File: config.mk
export PLATFORM = sky130hd
export DESIGN_NAME = conv_encoder_punct
export DESIGN_NICKNAME = d
export VERILOG_FILES = /design/src/rtl/conv_encoder_punct.sv
export SDC_FILE = /design/constraint.sdc
export NUM_CORES = 1
export LEC_CHECK = 0
export CAP_MARGIN = 20
export CORE_ASPECT_RATIO = 0.6
export CORE_MARGIN = 2
export CORE_UTILIZATION = 35
export DETAILED_ROUTE_END_ITERATION = 8
export PLACE_DENSITY = 0.56
export SETUP_SLACK_MARGIN = 0.3
export SLEW_MARGIN = 0
export SYNTH_ARGS = -nofsm -noshare
export SYNTH_HDL_FRONTEND = slang
export SYNTH_SLANG_ARGS = --single-unit
File: constraint.sdc
create_clock -name clk -period 2.4 [get_ports clk]
set_input_delay 0.48 -clock clk [delete_from_list [all_inputs] [get_ports clk]]
set_output_delay 0.48 -clock clk [all_outputs]
set_load 0.005 [all_outputs]
File: src/rtl/conv_encoder_punct.sv
// Frame-based convolutional encoder with per-frame puncturing (1/2, 2/3, 3/4)
// and automatic zero-tail termination; serial coded-bit output with valid/ready.
module conv_encoder_punct #(
    parameter int unsigned K  = 7,
    parameter logic [K-1:0] G0 = 7'o171,
    parameter logic [K-1:0] G1 = 7'o133
) (
    input  logic       clk,
    input  logic       rst,
    input  logic [1:0] rate_sel_i,
    input  logic       in_bit_i,
    input  logic       in_valid_i,
    input  logic       in_last_i,
    output logic       in_ready_o,
    output logic       out_bit_o,
    output logic       out_valid_o,
    input  logic       out_ready_i,
    output logic       out_last_o,
    output logic       busy_o
);

    localparam int unsigned SW = K - 1;
    localparam int unsigned TW = $clog2(K);

    typedef enum logic [1:0] {
        IDLE,
        DATA,
        TAIL
    } state_t;

    state_t          state_q, state_n;
    logic [SW-1:0]   s_q, s_n;
    logic [1:0]      p_q, p_n;
    logic [1:0]      rate_q, rate_n;
    logic [TW-1:0]   tail_q, tail_n;
    logic            out_bit_q, out_bit_n;
    logic            out_valid_q, out_valid_n;
    logic            out_last_q, out_last_n;
    logic            sec_bit_q, sec_bit_n;
    logic            sec_valid_q, sec_valid_n;
    logic            sec_last_q, sec_last_n;
    logic            busy_q, busy_n;

    logic            out_fire;
    logic            slot_free;
    logic            in_ready_c;
    logic            accept;
    logic            tail_load;
    logic            load;
    logic            final_load;
    logic            enc_in;
    logic [K-1:0]    w;
    logic            bit_a;
    logic            bit_b;
    logic [1:0]      eff_rate;
    logic            emit_a;
    logic            emit_b;
    logic            p_wrap;

    // The holding register is free for a new load once it is empty, or its
    // single remaining bit leaves this cycle.
    assign out_fire   = out_valid_q && out_ready_i;
    assign slot_free  = !out_valid_q || (!sec_valid_q && out_ready_i);
    assign in_ready_c = !rst && (state_q != TAIL) && slot_free;
    assign accept     = in_valid_i && in_ready_c;
    assign tail_load  = (state_q == TAIL) && (tail_q != '0) && slot_free;
    assign load       = accept || tail_load;
    assign final_load = tail_load && (tail_q == TW'(1));

    assign enc_in = accept ? in_bit_i : 1'b0;
    assign w      = {enc_in, s_q};
    assign bit_a  = ^(w & G0);
    assign bit_b  = ^(w & G1);

    // Rate is taken live from the port only for the frame's first bit.
    assign eff_rate = (state_q == IDLE) ? ((rate_sel_i == 2'd3) ? 2'd0 : rate_sel_i)
                                        : rate_q;
    assign emit_a = (p_q != 2'd2);
    assign emit_b = (eff_rate == 2'd0) || (p_q == 2'd0) || (p_q == 2'd2);
    assign p_wrap = (eff_rate == 2'd0) || ((eff_rate == 2'd1) && (p_q == 2'd1)) ||
                    (p_q == 2'd2);

    always_comb begin
        state_n     = state_q;
        s_n         = s_q;
        p_n         = p_q;
        rate_n      = rate_q;
        tail_n      = tail_q;
        out_bit_n   = out_bit_q;
        out_valid_n = out_valid_q;
        out_last_n  = out_last_q;
        sec_bit_n   = sec_bit_q;
        sec_valid_n = sec_valid_q;
        sec_last_n  = sec_last_q;
        busy_n      = busy_q;

        if (out_fire) begin
            if (sec_valid_q) begin
                out_bit_n   = sec_bit_q;
                out_last_n  = sec_last_q;
                sec_valid_n = 1'b0;
                sec_last_n  = 1'b0;
            end else begin
                out_valid_n = 1'b0;
                out_last_n  = 1'b0;
            end
        end

        if (load) begin
            s_n         = {enc_in, s_q[SW-1:1]};
            p_n         = p_wrap ? 2'd0 : p_q + 2'd1;
            out_valid_n = 1'b1;
            if (emit_a && emit_b) begin
                out_bit_n   = bit_a;
                out_last_n  = 1'b0;
                sec_bit_n   = bit_b;
                sec_valid_n = 1'b1;
                sec_last_n  = final_load;
            end else begin
                out_bit_n   = emit_a ? bit_a : bit_b;
                out_last_n  = final_load;
                sec_valid_n = 1'b0;
                sec_last_n  = 1'b0;
            end
            if (tail_load) begin
                tail_n = tail_q - TW'(1);
            end
        end

        case (state_q)
            IDLE: begin
                if (accept) begin
                    rate_n = eff_rate;
                    busy_n = 1'b1;
                    if (in_last_i) begin
                        state_n = TAIL;
                        tail_n  = TW'(SW);
                    end else begin
                        state_n = DATA;
                    end
                end
            end
            DATA: begin
                if (accept && in_last_i) begin
                    state_n = TAIL;
                    tail_n  = TW'(SW);
                end
            end
            TAIL: begin
                if (out_fire && out_last_q) begin
                    state_n = IDLE;
                    busy_n  = 1'b0;
                    s_n     = '0;
                    p_n     = 2'd0;
                end
            end
            default: state_n = IDLE;
        endcase
    end

    always_ff @(posedge clk or posedge rst) begin
        if (rst) begin
            state_q     <= IDLE;
            s_q         <= '0;
            p_q         <= 2'd0;
            rate_q      <= 2'd0;
            tail_q      <= '0;
            out_bit_q   <= 1'b0;
            out_valid_q <= 1'b0;
            out_last_q  <= 1'b0;
            sec_bit_q   <= 1'b0;
            sec_valid_q <= 1'b0;
            sec_last_q  <= 1'b0;
            busy_q      <= 1'b0;
        end else begin
            state_q     <= state_n;
            s_q         <= s_n;
            p_q         <= p_n;
            rate_q      <= rate_n;
            tail_q      <= tail_n;
            out_bit_q   <= out_bit_n;
            out_valid_q <= out_valid_n;
            out_last_q  <= out_last_n;
            sec_bit_q   <= sec_bit_n;
            sec_valid_q <= sec_valid_n;
            sec_last_q  <= sec_last_n;
            busy_q      <= busy_n;
        end
    end

    assign in_ready_o  = in_ready_c;
    assign out_bit_o   = out_bit_q;
    assign out_valid_o = out_valid_q;
    assign out_last_o  = out_last_q;
    assign busy_o      = busy_q;

endmodule

======== Word level (Yosys, flattened, before mapping) ========
Cells that the tools add are included.
word-level totals
  bits in registers ....................... 22
  input port bits ......................... 8
  logic and storage cells ................. 106
operators by class
  $add $sub $neg .......................... 2
  eq/ne operators ......................... 13
  muxes and demuxes ....................... 43
  reductions and logical operators ........ 36
operator list
  kind                   count
  $mux W1                22
  $mux W2                10
  $mux W6                3
  $mux W3                5
  $reduce_xor A7 Y1      2
  $logic_and A1 B1 Y1    12
  $ne A2 B2 Y1 const B   4
  $reduce_and A2 Y1      4
  $eq A2 B1 Y1 const B   3
  $eq A2 B2 Y1 const B   3
  $logic_not A2 Y1       3
  $logic_or A1 B1 Y1     6
  $pmux W2 S3            1
  $pmux W3 S2            1
  $reduce_and A3 Y1      2
  $reduce_bool A2 Y1     3
  $ne A2 B1 Y1 const B   2
  $eq A3 B1 Y1 const B   1
  $logic_not A1 Y1       3
  $reduce_bool A3 Y1     1
  $sub A3 B1 Y3 const B  1
  $add A2 B1 Y2 const B  1
  $pmux W1 S2            1

======== Logic depth before layout (Yosys ltp) ========
  depth in word-level cells ............... 11
  gate-level depth with buffers ........... 8

======== Least setup slack after synthesis ========
OpenSTA, ideal clock, no wires.
  path kind ............................... register to register
  start point ............................. reg tail_q[0]
  end point ............................... reg p_q[1]
  library setup time ...................... 137 ps
  arrival ................................. 1544 ps
  setup slack ............................. 719 ps
  cell stages (with the launch flop) ...... 9
  buffers on the path ..................... 1
  period minus slack after synthesis ...... 1681 ps
  cell sequence ........................... dfrtp_1 > inv_1 > ha_1 > ha_1 > a211oi_4 > nor2_2 > buf_6 > a2bb2oi_1 > nor2_1
between the ends
  word-level cells in the longest chain between the ends .. 7
RTL lines
  item                                   line  source
  start: declaration                     35    logic [TW-1:0] tail_q, tail_n;
  start signal: assignment               180   tail_q <= tail_n;
  $reduce_bool A3 Y1 (*)                 66    assign tail_load = (state_q == TAIL) && (tail_q != '0) && slot_free;
  $logic_and A1 B1 Y1 (*) (2 in series)  66
  $logic_or A1 B1 Y1 (*)                 67    assign load = accept || tail_load;
  $mux W2 (*)                            109   if (load) begin
  $mux W2                                150   if (out_fire && out_last_q) begin
  $mux W2 (*)                            130   case (state_q)
  via p_n[1]                             33    logic [1:0] p_q, p_n;
  end signal: assignment                 178   p_q <= p_n;
  end: declaration                       33
Mark *: on every way through the listed nets, which the timed path passes. The rest lies on a longest branch.
A chain may end at the register's enable or synchronous reset.

======== Worst setup path in the final report ========
  start point ............................. in out_ready_i
  end point ............................... reg out_last_q (netlist: out_last_o)
between the ends
  word-level cells in the longest chain between the ends .. 6
  elaborated cells between the ends (all ways) .. 11
  those cells by class .................... mux (2); reduce/logical (9)
RTL lines
  item                                                  line     source
  start: declaration                                    17       input logic out_ready_i,
  $logic_and A1 B1 Y1                                   63       assign slot_free = !out_valid_q || (!sec_valid_q && out_ready_i);
  $logic_or A1 B1 Y1                                    63
  $logic_and A1 B1 Y1, on equally long branches         66, 64
  $logic_and A1 B1 Y1, on equally long branches         68, 65
  $mux W1 / $logic_or A1 B1 Y1 (equally long branches)  113, 67
  $mux W1 / $reduce_bool A2 Y1 (equally long branches)  --
  end signal: assignment                                183      out_last_q <= out_last_n;
  end: declaration                                      38       logic out_last_q, out_last_n;
Parallel ways exist; a longest one is shown, timed or not.

==> results_dict.tcl <==
set metrics [dict create \
    status "finished clean" \
    p_int_mw 1.12 \
    clk_latency_ps 260 \
    syn_to_final_growth_pct 22.1 \
    hpwl_um 2180 \
    fin_crit_ps 2040 \
    routed_via_density 5.04 \
    n_fill_cell 350 \
    gp_congestion 0.780 \
    cts_hold_buf 0 \
    start_kind "primary input" \
    worst_setup_hold_path_clk_slew_ps 80 \
    r2r-start "tail_q[0]" \
    antenna_found_initial 0 \
    h-tree-depth 1 \
    max_stage_delay_ps 500 \
    seq_area_frac_synth_pct 42.5 \
    netlist.area_leader.share_pct 42.5 \
    async_flop_share_pct 100 \
    reg2regPathDepth 8 \
    peakVddDrop_uv 485 \
    p_leak_nw 0.722 \
    drc 0 \
    multi_input_area_um2 706 \
    yosysWarnings 0 \
    num_rows 17 \
    skew_ps 2.64 \
    grt_max_degree 23 \
    tritoncts "done" \
    die_w_um 82.6 \
    swShare_pct 40.3 \
    layout_common_cells "dfrtp_1, nand2_1, clkdlybuf4s50_1" \
    place_ws_ps 23.1 \
    p_clk_share_pct 14.2 \
    cap_violations 0 \
    synth_top_cell_by_area "dfrtp_1" \
    regToRegSetupSlack_ps 500 \
    netlist_instances 131 \
    tightest_slew_ps 562 \
    diodes 0 \
    fin_tns_setup_ps 0 \
    pwr_density_cell_nw_per_um2 1180 \
    hold_path_class "reg2reg" \
    critical_path_class "in2reg" \
    rsz0062_at_grt "no" \
    whs_endpoint "tail_q[2]" \
    wirelength_um 2880 \
    max_freq_ghz 0.490 \
    crit_path_frequent_cell "buf_4" \
    ys_ff_latch 22 \
    path_cells "clkdlybuf4s50_1 -> nand2b_1 -> buf_4 -> a211oi_4 -> buf_4 -> and3_1 -> nor2b_1 -> o22a_1" \
    pwr-share-seq_pct 37.2 \
    cts_sinks 22 \
    first_pass_iters 4 \
    hold_viol 0 \
    synth-main-ff-cell "dfrtp_1" \
    synth_cell_type_count 42 \
    core_um2 3620 \
    timing.slew.headroom_pct 62.4 \
    cp.required_ps 2600 \
    p_comb_share_pct 48.6 \
    crit_path_max_fanout 4 \
    synth.area.top_cells "dfrtp_1, ha_1, nand2_1" \
    die_area_um2 4220 \
    num_vias 1008 \
    num_io_pins 13 \
    port_buffers 12 \
    syn_nets 144 \
    initial_core_util_pct 35.8 \
    critPathSlowestCell "clkdlybuf4s50_1" \
    antenna_left 0 \
    cp.arrival_ps 2250 \
    drt-initial-drc-count 53 \
    syn_area_um2 1300 \
    wl_per_cell_um 14.4 \
    fin_util_pct 43.8 \
    drive_above_1_share_pct 16.3 \
    fin_crit_sh_pct 85.1 \
    drv_slew 0 \
    final_common_cell "dfrtp_1" \
    overflow 0 \
    track_usage_pct 15.3 \
    grt_pass1_wl_um 4710 \
    endpoint_kind "flop" \
    clockRootBuffer "clkbuf_8" \
    numCtsBuffers 3 \
    hp-start "tail_q[2]" \
    syn_avg_cell_area_um2 9.89 \
    setup_viol 0 \
    finalNetCount 167 \
    timing.final.ws_setup_ps 359 \
    r2r_end "out_last_o" \
    grt_pass1_vias 942 \
    switchingPower_mw 0.752 \
    synth_edf_count 0 \
    cts.path.max_buffers 2 \
    holdPathStages 2 \
    die_h_um 51.1 \
    area.sequential_um2 551 \
]
## through the flow
stage	area (µm²)	total power, mW	hold WS, ps	instances
finish	1580	1.87	508	200
global route	1580	2.03	526	200
CTS	1550	1.85	512	197
detailed placement	1500	1.57	493	193
global placement	1500	1.54	478	193
floorplan	1300	1.29	464	131
## registers in the layout, summed over array words and instances (netlist names), 2 cells and up
name     flops
p_q          2
rate_q       2
s_q          6
state_q      2
tail_q       3
## logic make-up after synthesis
group,after synthesis,share of synthesized area (%)
and+or+nand+nor,46,19.2
adders and majority gates,5,4.83
buffers and inverters,12,4.15
AOI/OAI and AO/OA,36,21.5
muxes,4,3.19
xor gates and xnor gates,6,4.63
DFF,22,42.5
## per-layer routing
layer | GRT usage [%] | vias to the layer above | wire (µm)
li1 | - | 512 | -
met1 | 24.1 | 479 | 1590
met2 | 20.4 | 15 | 1180
met3 | 4.77 | 2 | 101
met4 | 2.46 | 0 | 12
met5 | 0 | - | 0
## synthesized netlist by cell type, types with 3 or more instances
cell type   n
dfrtp_1    22
nand2_1    15
o21ai_0    10
inv_1       9
a21oi_1     7
nor2_1      7
ha_1        5
xnor2_1     4
mux2i_1     3
nand2b_1    3
nand3_1     3
nand3b_1    3
nor2b_1     3
o211ai_1    3
## what timing repair did
| item | CTS | global route |
|---|---|---|
| setup buffers | 0 | 3 |
| endpoints found under the setup margin | 1 | 6 |
| hold endpoints to repair | 0 | 0 |
| gates resized for setup | 1 | 5 |
| pin swaps | 0 | 1 |
## critical path, delay by kind of cell
family	cells	cell delay (ps)
simple gates	3	460
compound gates	2	470
buf+inv	3	830
## how the worst max path moves through the flow
stage,from,end,slack (ps),cells past startpoint
global route,out_ready_i,out_last_o,310,8
detailed placement,out_ready_i,in_ready_o,20,4
floorplan,tail_q[0],p_q[1],720,8
global placement,out_ready_i,in_ready_o,110,4
finish,out_ready_i,out_last_o,360,8
CTS,out_ready_i,in_ready_o,320,4
## power by group through the flow
stage | Sequential [mW] | Clock [mW] | Combinational [mW]
CTS | 0.691 | 0.275 | 0.880
global route | 0.717 | 0.291 | 1.02
global placement | 0.693 | 0 | 0.843
finish | 0.695 | 0.265 | 0.908
floorplan | 0.658 | 0 | 0.637
detailed placement | 0.699 | 0 | 0.873
## layout make-up
type	instances	share of cell area, %
Sequential cell	22	34.8
Multi-Input combinational cell	97	44.6
Clock buffer	4	3.48
Tap cell	47	3.72
Inverter	10	2.37
Timing Repair Buffer	20	11.1
No activity file was read; power rests on OpenSTA's default activity.
==> variant (same settings) <==
The parameter `K` goes from 7 to 14.
--- a/src/rtl/conv_encoder_punct.sv
+++ b/src/rtl/conv_encoder_punct.sv
@@ -1,7 +1,7 @@
 // Frame-based convolutional encoder with per-frame puncturing (1/2, 2/3, 3/4)
 // and automatic zero-tail termination; serial coded-bit output with valid/ready.
 module conv_encoder_punct #(
-    parameter int unsigned K  = 7,
+    parameter int unsigned K  = 14,
     parameter logic [K-1:0] G0 = 7'o171,
     parameter logic [K-1:0] G1 = 7'o133
 ) (
Behaviour: not the same (Yosys sat finds a counterexample within 4 cycles, from zero or initial values and one cycle with rst high).
==> variant against the unedited design <==
Setup slack improved by 0.077 ns; power rose by 20%; fmax rose by 3.9%; design area rose by 20%; wire length rose by 15%; die area rose by 17%; area after synthesis rose by 18%; worst hold slack got worse by 0.037 ns; sequential cell count rose by 8; register-to-register slack got worse by 0.06 ns.
==> variant: results (changes against the unedited design) <==
Biggest regs = s_q x13, tail_q x4
Post-synthesis compound-gate area fraction = 16.8% (-4.7 points)
Final nets = 201 (+20%)
Finished Layout Cells = 250 (+25%)
Critical path origin = state_q[1]
Ranking of synthesized cells by area = dfrtp_1 (49%), nand2_1 (10%), a21oi_1 (5.9%)
Fillers = 422 (+21%)
Dpl cell area = 1760 um2 (+18%)
Seq/Total Area, Yosys = 49.1% (+6.7 points)
Reg2Reg Setup Slack = 0.44 ns (-0.06 ns)
Post-synthesis mux area share = 1.39% (-1.8 points)
Worst vdd ir = 0.000502 V (+3.5%)
Synth Area per Inst = 9.43 um2 (-4.7%)
Placer congestion estimate = 0.755 (-3.2%)
DR iter-0 viols = 51 (-3.8%)
Skew-Pair Late Insertion Delay = 0.28 ns (+0.02 ns)
Num CTS Buffers = 5 (+2)
Xor/xnor share of the synthesized area = 4.59% (-0.047 points)
Vias in the first global route = 1,175 (+25%)
Leak Pwr = 0.856 nW (+19%)
Worst slack, placed = 0.0655 ns (+0.0424 ns)
First-pass GRT wire length = 5.56 mm (+18%)
Status = completed
DP Wirelength = 2.37 mm (+8.9%)
Drt total wl = 3.32 mm (+15%)
Largest net degree at the start of global routing = 31 (+35%)
Sw frac = 37.1% (-3.1 points)
CP endpoint = sec_bit_q
Vias per Instance = 4.82 (-4.3%)
Area share of fa/ha/maj cells after synthesis = 3.28% (-1.6 points)
CP Max Fanout = 8 (+4)
Worst r2r path cells = 5 (-3)
Worst hold margin = 0.471 ns (-0.0371 ns)
Dpl cells = 238 (+23%)
[variant: changes by cell type after synthesis, sizes merged, moves of 3 or more]
cell    delta
a21oi     +10
dfrtp      +8
inv        -3
nand2     +26
o211ai     -3
o21ai      -5
[variant: cell families after synthesis]
kind of cell / Yosys count
and+or+nand+nor: 68
xor gates and xnor gates: 8
AOI/OAI and AO/OA: 38
adders and majority gates: 4
DFF: 30
muxes: 2
buffers and inverters: 12
[variant: critical path: stages, from the launching register on]
cell       delay (ns)
dfrtp_1          0.46
nor2b_1          0.23
a2111oi_4        0.50
nor2_4           0.13
nor2_1           0.17
mux2_2           0.35
[variant: cell type report]
type	instances	area [um2]	area share (%)
Timing Repair Buffer	25	230	12.1
Tap cell	60	75.1	3.94
Clock buffer	7	86.3	4.53
Inverter	7	26.3	1.38
Multi-Input combinational cell	120	732	38.4
Clock inverter	1	5.00	0.263
Sequential cell	30	751	39.4
[variant: metal layers]
| layer | GRT usage (%) | vias up | routed length [um] |
|---|---|---|---|
| met5 | 0 | - | 0 |
| li1 | - | 597 | - |
| met2 | 23.0 | 12 | 1450 |
| met1 | 21.9 | 593 | 1730 |
| met4 | 5.22 | 0 | 50 |
| met3 | 4.90 | 4 | 90 |
[variant: power groups by stage]
stage	Combinational [mW]	Clock (mW)	Sequential, mW
floorplan	0.640	0	0.827
global placement	0.871	0	0.852
detailed placement	0.894	0	0.867
CTS	0.901	0.427	0.860
global route	1.06	0.450	0.896
finish	0.948	0.416	0.868
[variant: worst min path at each step]
stage | end | cells after the start
finish | sec_bit_q | 3
global route | sec_bit_q | 3
CTS | sec_bit_q | 3
detailed placement | rate_q[0] | 2
global placement | rate_q[0] | 2
floorplan | rate_q[0] | 2
